File: config.mk
export PLATFORM = sky130hd
export DESIGN_NAME = cpu_seq_ctrl
export DESIGN_NICKNAME = d
export VERILOG_FILES = /design/src/rtl/cpu_pkg.sv /design/src/rtl/cpu_seq_ctrl_bus_timeout.sv /design/src/rtl/cpu_seq_ctrl.sv
export SDC_FILE = /design/constraint.sdc
export NUM_CORES = 1
export LEC_CHECK = 0
export BUFFER_PORTS_ARGS = -buffer_cell sky130_fd_sc_hd__buf_2
export CAP_MARGIN = 20
export CORE_UTILIZATION = 48
export DETAILED_ROUTE_END_ITERATION = 12
export GPL_TIMING_DRIVEN = 0
export HOLD_SLACK_MARGIN = 0.12
export PLACE_DENSITY_LB_ADDON = 0.08
export RECOVER_POWER = 50
export SLEW_MARGIN = 25
export SYNTH_ARGS = -nofsm -noshare
export SYNTH_HDL_FRONTEND = slang
export SYNTH_SLANG_ARGS = --single-unit
File: constraint.sdc
create_clock -name clk -period 2.2 [get_ports clk]
set_input_delay 0.44 -clock clk [delete_from_list [all_inputs] [get_ports clk]]
set_output_delay 0.44 -clock clk [all_outputs]
set_load 0.01 [all_outputs]
File: src/rtl/cpu_pkg.sv
// Shared encodings for the multi-cycle CPU sequencer: FSM states and
// decoder func/opcode values.
package cpu_pkg;

    localparam logic [2:0] S_IDLE   = 3'd0;
    localparam logic [2:0] S_FETCH  = 3'd1;
    localparam logic [2:0] S_DECODE = 3'd2;
    localparam logic [2:0] S_EXEC   = 3'd3;
    localparam logic [2:0] S_MEM    = 3'd4;
    localparam logic [2:0] S_WB     = 3'd5;
    localparam logic [2:0] S_HALT   = 3'd6;
    localparam logic [2:0] S_ERROR  = 3'd7;

    localparam logic [2:0] FUNC_CTRL = 3'b000;
    localparam logic [2:0] FUNC_ALU  = 3'b001;
    localparam logic [2:0] FUNC_MEM  = 3'b010;
    localparam logic [2:0] FUNC_BR   = 3'b011;

    localparam logic [2:0] OP_STORE = 3'b001;
    localparam logic [2:0] OP_HALT  = 3'b111;

    // A wait counter needs to hold 0..limit-1, with at least one bit.
    function automatic int timeout_width(input int limit);
        int w;
        w = $clog2(limit + 1);
        return (w < 1) ? 1 : w;
    endfunction

endpackage

File: src/rtl/cpu_seq_ctrl_bus_timeout.sv
// Wait-cycle counter shared by the FETCH and MEM handshakes; expired flags
// the last permitted cycle without an ack.
module bus_timeout #(
    parameter int TW = 8
) (
    input  logic          clk,
    input  logic          rst_n,
    input  logic          clear,
    input  logic          tick,
    input  logic [TW-1:0] limit,
    output logic          expired
);

    logic [TW-1:0] cnt_q;
    logic [TW-1:0] cnt_d;

    // The cycle that would take the count to the limit is the expiring one.
    assign expired = tick && (cnt_q >= (limit - TW'(1)));

    always_comb begin
        cnt_d = cnt_q;
        if (clear) begin
            cnt_d = '0;
        end else if (tick && !expired) begin
            cnt_d = cnt_q + TW'(1);
        end
    end

    always_ff @(posedge clk or negedge rst_n) begin
        if (!rst_n) begin
            cnt_q <= '0;
        end else begin
            cnt_q <= cnt_d;
        end
    end

endmodule

File: src/rtl/cpu_seq_ctrl.sv
// Multi-cycle fetch/decode/execute/mem/writeback sequencer with imem/dmem
// handshakes, bus timeout, and a retired-instruction counter.
//
//  state  | meaning
//  IDLE   | waiting for start after reset
//  FETCH  | imem_req held until imem_ack; ir_load on the ack cycle
//  DECODE | one cycle for decoder outputs to settle; halt check
//  EXEC   | alu_en; branches and nops retire here
//  MEM    | dmem_req held until dmem_ack; stores retire here
//  WB     | register write and PC advance
//  HALT   | parked on halt word until start
//  ERROR  | bus timeout; sticky until reset
module cpu_seq_ctrl
    import cpu_pkg::*;
#(
    parameter int MEM_TIMEOUT = 255,
    parameter int CNT_W       = 32
) (
    input  logic             clk,
    input  logic             rst_n,
    input  logic             start,
    output logic             imem_req,
    input  logic             imem_ack,
    output logic             ir_load,
    input  logic             dec_halt,
    input  logic [2:0]       dec_func,
    input  logic [2:0]       dec_opcode,
    input  logic             br_taken,
    output logic             alu_en,
    output logic             dmem_req,
    output logic             dmem_we,
    input  logic             dmem_ack,
    output logic             rf_we,
    output logic             pc_en,
    output logic             pc_st_flag,
    output logic             pc_we,
    output logic [CNT_W-1:0] retired_cnt,
    output logic             halted,
    output logic             bus_error,
    output logic [2:0]       state
);

    localparam int TW = timeout_width(MEM_TIMEOUT);

    logic [2:0]       state_q;
    logic [2:0]       state_d;
    logic [CNT_W-1:0] retired_q;
    logic [CNT_W-1:0] retired_d;
    logic             to_clear;
    logic             to_tick;
    logic             to_expired;

    always_comb begin
        state_d    = state_q;
        imem_req   = 1'b0;
        ir_load    = 1'b0;
        alu_en     = 1'b0;
        dmem_req   = 1'b0;
        dmem_we    = 1'b0;
        rf_we      = 1'b0;
        pc_we      = 1'b0;
        pc_st_flag = 1'b0;
        halted     = 1'b0;
        bus_error  = 1'b0;
        to_tick    = 1'b0;
        case (state_q)
            S_IDLE: begin
                if (start) state_d = S_FETCH;
            end
            S_FETCH: begin
                imem_req = 1'b1;
                to_tick  = !imem_ack;
                if (imem_ack) begin
                    ir_load = 1'b1;
                    state_d = S_DECODE;
                end else if (to_expired) begin
                    state_d = S_ERROR;
                end
            end
            S_DECODE: begin
                state_d = dec_halt ? S_HALT : S_EXEC;
            end
            S_EXEC: begin
                alu_en = 1'b1;
                case (dec_func)
                    FUNC_ALU: state_d = S_WB;
                    FUNC_MEM: state_d = S_MEM;
                    FUNC_BR: begin
                        pc_we      = 1'b1;
                        pc_st_flag = br_taken;
                        state_d    = S_FETCH;
                    end
                    default: begin
                        pc_we   = 1'b1;
                        state_d = S_FETCH;
                    end
                endcase
            end
            S_MEM: begin
                dmem_req = 1'b1;
                dmem_we  = (dec_opcode == OP_STORE);
                to_tick  = !dmem_ack;
                if (dmem_ack) begin
                    if (dmem_we) begin
                        pc_we   = 1'b1;
                        state_d = S_FETCH;
                    end else begin
                        state_d = S_WB;
                    end
                end else if (to_expired) begin
                    state_d = S_ERROR;
                end
            end
            S_WB: begin
                rf_we   = 1'b1;
                pc_we   = 1'b1;
                state_d = S_FETCH;
            end
            S_HALT: begin
                halted = 1'b1;
                // Resuming steps the PC past the halt word.
                if (start) begin
                    pc_we   = 1'b1;
                    state_d = S_FETCH;
                end
            end
            default: begin
                bus_error = 1'b1;
            end
        endcase
    end

    assign pc_en       = pc_we;
    assign to_clear    = (state_d != state_q) && ((state_d == S_FETCH) || (state_d == S_MEM));
    assign retired_d   = pc_we ? (retired_q + CNT_W'(1)) : retired_q;
    assign retired_cnt = retired_q;
    assign state       = state_q;

    bus_timeout #(
        .TW(TW)
    ) u_bus_timeout (
        .clk    (clk),
        .rst_n  (rst_n),
        .clear  (to_clear),
        .tick   (to_tick),
        .limit  (TW'(MEM_TIMEOUT)),
        .expired(to_expired)
    );

    always_ff @(posedge clk or negedge rst_n) begin
        if (!rst_n) begin
            state_q   <= S_IDLE;
            retired_q <= '0;
        end else begin
            state_q   <= state_d;
            retired_q <= retired_d;
        end
    end

endmodule

==> results.json, run 1 <==
{
  "insertedDiodeCount": 0,
  "switchingPower_mw": 0.9599,
  "drive_above_1_share_pct": 26.78,
  "overflow": 0,
  "synth_seq_cells": 43,
  "r2r-start": "u_bus_timeout.cnt_q[1]",
  "crit_family": "flip-flops",
  "hp-class": "in -> async",
  "vias_per_cell": 5.384,
  "clock_path_buffers": 2,
  "synth.cell_area_sq_mm": 0.002367,
  "rr_worst_depth": 7,
  "synth-edff-count": 0,
  "critical_path_depth": 6,
  "max-slew-margin-rel_pct": 27.94,
  "path_max_fanout": 7,
  "crit_path_cell_trace": "buf_6 > nand4b_1 > o221ai_4 > or2_4 > buf_4 > buf_6",
  "finalSetupViolations": 0,
  "htreeDepth": 2,
  "initial_core_util_pct": 50.12,
  "slew_viol_final": 0,
  "crit_path_start_kind": "flip-flop",
  "fin_crit_ns": 2.138,
  "path_clk_slew_ns": 0.08,
  "gp_congestion": 0.7841,
  "p_leak_nw": 1.375,
  "cpPeakStageDelay_ns": 0.48,
  "fin_hold_ws_ns": 0.3383,
  "tritoncts": "yes",
  "async_reset_ff_share_pct": 100.0,
  "switching_share_pct": 36.79,
  "crit_end": "pc_we",
  "endpoint_kind": "output pin",
  "final_cell_mix": "dfrtp_1, buf_2, nand3_1",
  "grt_max_degree": 44,
  "fin_util_pct": 61.32,
  "worst_pin_slew_ns": 1.081,
  "cpMaxStageDelayCell": "dfrtp_2",
  "via_count": 1949,
  "power.internal_mw": 1.649,
  "path_buf_inv": 3,
  "period_share_pct": 97.19,
  "root_buffer": "clkbuf_8",
  "outcome": "completed",
  "finClkSkew_ns": 0.006519,
  "seqPwrFrac_pct": 39.6,
  "antenna_found_initial": 0,
  "boundaryPins": 59,
  "firstDrtPassIters": 4,
  "drtAntennaViolNets": 0,
  "dp_hpwl_microns": 3487,
  "critPathArrivalTime_ns": 1.70,
  "coreArea_sq_mm": 0.004723,
  "ir_worst_vdd_mv": 0.6500,
  "fmax_mhz": 467.7,
  "track_usage_pct": 19.71,
  "maxCapViolCount": 0,
  "p_comb_share_pct": 42.0,
  "final_common_cell": "dfrtp_1",
  "die-area_sq_mm": 0.005216,
  "finalHoldViolCount": 0,
  "path_class": "reg -> out",
  "startpoint": "state[1]",
  "nets": 310,
  "fp.dieW_microns": 72.23,
  "synth_ff_type": "dfrtp_1",
  "required_ns": 1.76,
  "syn2layout_area_growth_pct": 22.36,
  "clock_sinks": 43,
  "r2r_setup_slack_ns": 0.13,
  "die_y_microns": 72.23,
  "ys_types": 50,
  "grt_pass1_wl_microns": 8031,
  "syn-num-nets": 239,
  "numPortBuffers": 58,
  "worst_r2r_endpoint": "u_bus_timeout.cnt_q[7]",
  "drtIter0Drc": 59,
  "crit_top_cell": "buf_6",
  "drc": 0,
  "grt_pass1_vias": 1710,
  "synth_area_per_cell_sq_um": 10.62,
  "wirelength_microns": 4878,
  "postSynthCellCount": 223,
  "ys_seq_area_share_pct": 45.45,
  "yosys_warnings": 0,
  "clock_latency_ns": 0.29,
  "p_clk_share_pct": 18.4,
  "power.density_mw_per_mm2": 900.7,
  "rows": 25,
  "post_drt_wl_per_cell_microns": 13.48,
  "numCtsBuffers": 5
}
state kept, by name, indices dropped and copies added, names as in the netlist:
| signal | count |
|---|---|
| retired_cnt | 32 |
| state | 3 |
| u_bus_timeout.cnt_q | 8 |
synth_stat cells, drive strengths merged, types with 2 or more instances:
library cell | n | area (sq um)
o211a | 2 | 20.02
nor3 | 16 | 90.09
and2 | 5 | 33.78
nor2 | 9 | 33.78
nand2 | 12 | 45.04
xnor2 | 19 | 166.4
nand3 | 23 | 115.1
o311ai | 2 | 17.52
nor2b | 3 | 18.77
ha | 3 | 37.54
inv | 7 | 26.28
dfrtp | 43 | 1076
nor4b | 3 | 41.29
nor4bb | 2 | 20.02
buf | 7 | 52.54
nor4 | 7 | 50.05
nor3b | 2 | 20.02
xor2 | 19 | 166.4
o2111ai | 2 | 23.77
and3 | 5 | 31.28
nand2b | 2 | 12.51
nand4 | 9 | 62.56
and4 | 3 | 26.28
area by class of cell:
class	count	area (sq um)
clock buffers	6	72.57
repair buffers	65	324.1
inverters	7	26.28
well taps	67	83.83
clock inverters	2	12.51
flip-flops and latches	43	1080
plain buffers	6	57.56
multi-input cells	166	1240
fillers	434	1827
power groups by stage:
stage	Clock, mW	Sequential (mW)	Combinational, mW
floorplan	0	1.05	0.647
global placement	0	1.04	0.936
detailed placement	0	1.04	0.945
CTS	0.507	1.03	0.993
global route	0.531	1.05	1.20
finish	0.480	1.03	1.10
worst min path at each step:
stage	start	slack, ns	endpoint	cells past startpoint
3_3_place_gp	retired_cnt[31]	0.45	retired_cnt[31]	1
6_report	rst_n	0.34	retired_cnt[12]	1
2_1_floorplan	rst_n	0.14	retired_cnt[0]	0
5_1_grt	rst_n	0.44	state[1]	1
4_1_cts	rst_n	0.34	u_bus_timeout.cnt_q[6]	1
3_5_place_dp	retired_cnt[31]	0.46	retired_cnt[31]	1
what timing repair did:
action | in CTS | in global routing
hold buffers | 0 | 0
cloned | 0 | 1
pin swaps | 2 | 4
resized for setup | 5 | 10
hold endpoints to repair | 0 | 0
setup endpoints to repair | 11 | 12
setup buffers | 2 | 4
metal layers:
layer	up-vias	GRT usage [%]	routed length [microns]
met5	-	0	0
met4	0	5.229	25
met3	2	4.167	193
met2	40	30.74	2331
met1	957	28.00	2327
li1	950	-	-
stage by stage:
step / instance area [sq um] / std cells / power [mW] / TNS, ns / worst slack, ns
after floorplan: 2367 / 223 / 1.694 / 0 / 0.1364
after global placement: 2741 / 348 / 1.977 / -0.5865 / -0.08296
after detailed placement: 2741 / 348 / 1.986 / -0.9243 / -0.1051
after CTS: 2850 / 357 / 2.531 / 0 / 0.0004142
after global routing: 2897 / 362 / 2.784 / -0.006757 / -0.006757
final: 2897 / 362 / 2.609 / 0 / 0.06189
cell families (layout without fill, tap and decap cells):
logic type                 Yosys count  after routing  synth area share, %
adders and majority gates            3              3                1.586
muxes                                1              1               0.4757
AOI/OAI and AO/OA                   17             17                7.082
buffers and inverters               14             86                3.330
DFF                                 43             43                45.45
xor gates and xnor gates            38             38                14.06
and+or+nand+nor                    107            107                28.01
Note: power is estimated with default switching activity, not from simulation.
==> run 2, diff against run 1 <==
Settings changed: ABC_AREA set to 1, CORE_MARGIN set to 4, CORE_UTILIZATION 48 to 50.
==> run 2 against run 1 <==
- die area rose by 35%
- hold slack got worse by 0.0041 ns
- largest cell class unchanged
- highest routed layer unchanged
- wire length rose by 45%
==> results.json, run 2 <==
{
  "outcome": "completed",
  "gp_congestion": 0.9345,
  "clock_sinks": 43,
  "final_common_cell": "nand2_1",
  "wirelength_microns": 7087,
  "power.internal_mw": 2.016,
  "place_ws_ns": 0.08419,
  "postSynthCellCount": 411,
  "hp-class": "in -> async",
  "antenna_found_initial": 0,
  "path_class": "reg -> out",
  "setup_slack_ns": 0.1151,
  "yosysTopAreaCellShare_pct": 37.31,
  "maxCapViolCount": 0,
  "grt_max_degree": 44,
  "post_drt_wl_per_cell_microns": 12.91,
  "nets": 492,
  "die_y_microns": 83.95,
  "syn-num-nets": 427,
  "worst_r2r_endpoint": "u_bus_timeout.cnt_q[5]",
  "finalHoldViolCount": 0,
  "grt_pass1_vias": 2554,
  "crit_path_start_kind": "flip-flop",
  "fin_crit_ns": 2.085,
  "required_ns": 1.76,
  "synth_seq_cells": 43,
  "endpoint_kind": "output pin",
  "regArea_sq_mm": 0.001076,
  "synth_ff_type": "dfrtp_1",
  "switching_share_pct": 44.70,
  "grt_pass1_wl_microns": 12180,
  "setup_tns_ns": 0,
  "p_comb_share_pct": 46.2,
  "ys_seq_area_share_pct": 37.31,
  "path_max_fanout": 8,
  "multi_input_area_sq_mm": 0.001550,
  "via_count": 2743,
  "boundaryPins": 59,
  "slew_viol_final": 0,
  "yosys_warnings": 0,
  "cpMaxStageDelayCell": "dfrtp_1",
  "p_clk_share_pct": 20.4,
  "period_share_pct": 94.77,
  "cpPeakStageDelay_ns": 0.38,
  "power.density_mw_per_mm2": 1079,
  "ctsHoldBuffers": 0,
  "fp.dieW_microns": 83.95,
  "synth.most_common_cell": "nand2_1",
  "finClkSkew_ns": 0.004258,
  "rows": 27,
  "crit_path_cell_trace": "buf_2 > nand2_1 > nor2_1 > a21oi_2 > nand3_4 > buf_4 > buf_2",
  "synth_area_per_cell_sq_um": 7.017,
  "insertedDiodeCount": 0,
  "max-slew-margin-rel_pct": 27.26,
  "yosys.area.top_type": "dfrtp_1",
  "switchingPower_mw": 1.629,
  "path_buf_inv": 3,
  "root_buffer": "clkbuf_8",
  "overflow": 0,
  "synth-edff-count": 0,
  "initial_core_util_pct": 52.06,
  "finalSetupViolations": 0,
  "tritoncts": "yes",
  "critical_path_depth": 7,
  "clock_latency_ns": 0.30,
  "p_leak_nw": 1.749,
  "syn2layout_area_growth_pct": 17.18,
  "synth_common_cells": "nand2_1, inv_1, nor2_1",
  "async_reset_ff_share_pct": 100.0,
  "seqPwrFrac_pct": 33.3,
  "fill_cells": 559,
  "r2r-start": "u_bus_timeout.cnt_q[0]",
  "crit_top_cell": "buf_2",
  "final_cell_mix": "nand2_1, inv_1, nor2_1",
  "worst_pin_slew_ns": 1.091,
  "track_usage_pct": 20.95,
  "rr_worst_depth": 12,
  "fmax_mhz": 479.6,
  "ys_top_cells_by_area": "dfrtp_1, nand2_1, xor2_1",
  "largest_register_ff_count": 32,
  "crit_family": "buffers and inverters",
  "drtIter0Drc": 121,
  "critPathArrivalTime_ns": 1.64,
  "coreArea_sq_mm": 0.005540,
  "numPortBuffers": 58,
  "numCtsBuffers": 5,
  "dp_hpwl_microns": 5395,
  "drive_above_1_share_pct": 16.35,
  "vias_per_cell": 4.996,
  "clock_path_buffers": 2,
  "drtAntennaViolNets": 0,
  "synth.cell_area_sq_mm": 0.002884,
  "die-area_sq_mm": 0.007047,
  "firstDrtPassIters": 4,
  "ys_types": 28,
  "rsz0062_at_grt": "no",
  "htreeDepth": 2,
  "path_clk_slew_ns": 0.09,
  "ir_worst_vdd_mv": 0.4844,
  "r2r_setup_slack_ns": 0.33,
  "drc": 0
}
==> run 2: cell count changes after synthesis, sizes merged, moves of 7 or more <==
cell	before	now
nor2	9	55
xor2	19	26
inv	7	54
xnor2	19	5
o21ai	1	18
nand2	12	140
==> run 2: layout make-up <==
cell class,count,area share [%]
buffer,7,1.555
clock buffer,5,2.036
clock inverter,3,1.999
inverter,54,5.998
multi-input combinational,306,45.87
sequential,43,31.84
tap,72,2.666
timing repair buffer,59,8.034
==> run 2: cells by family (layout without fill, tap and decap cells) <==
group / count (synthesis) / in the layout / synth area share (%)
adders and majority gates: 3 / 3 / 1.302
buffers and inverters: 62 / 128 / 9.024
and+or+nand+nor: 252 / 252 / 39.22
AOI/OAI and AO/OA: 20 / 20 / 3.731
xor gates and xnor gates: 31 / 31 / 9.414
DFF: 43 / 43 / 37.31
==> run 2: worst max-delay path by stage <==
stage / startpoint / to / slack [ns]
2_1_floorplan: state[1] / pc_we / 0.26
3_3_place_gp: dec_func[1] / pc_we / 0.09
3_5_place_dp: dec_func[1] / pc_we / 0.08
4_1_cts: state[2] / pc_we / 0.08
5_1_grt: state[2] / pc_we / 0.006
6_report: state[2] / pc_we / 0.12
==> run 2: through the flow <==
stage                     hold WS, ns  instances  power, mW  instance area [sq um]  utilization, %
after CTS                      0.3336        549      3.690                   3403           61.43
after global placement         0.4981        541      2.883                   3264           58.92
after global routing           0.4363        549      3.958                   3379           61.00
after detailed placement       0.5088        541      2.929                   3264           58.92
final                          0.3342        549      3.645                   3379           61.00
after floorplan                0.1444        411      2.367                   2884               -
==> run 2: worst reg2reg max path, cell delays in order, from the launching register on <==
cell and delay, ns:
dfrtp_1 0.41, inv_1 0.07, ha_1 0.19, nor2_1 0.10
nor2_1 0.05, nand2_1 0.23, nor2_1 0.07, nor2_1 0.16
nand4_1 0.10, nand2_1 0.09, nand3_2 0.15, nand2_1 0.11
inv_1 0.04
==> run 2: power groups by stage <==
stage                     clock (mW)  sequential (mW)  combinational, mW
after floorplan                    0             1.26               1.11
after global placement             0             1.21               1.67
after detailed placement           0             1.22               1.71
after CTS                      0.755             1.21               1.73
after global routing           0.789             1.25               1.91
final                          0.745             1.22               1.69
==> run 2: metal layers <==
metal	vias up	GRT usage, %	part of all wire, %
met3	5	4.245	6.7
met4	0	3.363	0.56
met5	-	0	0
li1	1410	-	-
met2	82	30.95	41
met1	1246	32.05	52
==> run 2: repair_timing <==
| action | 4_1_cts | 5_1_grt |
|---|---|---|
| pin swaps | 1 | 0 |
| setup endpoints to repair | 2 | 1 |
| gates resized for setup | 0 | 2 |
| setup buffers | 1 | 0 |
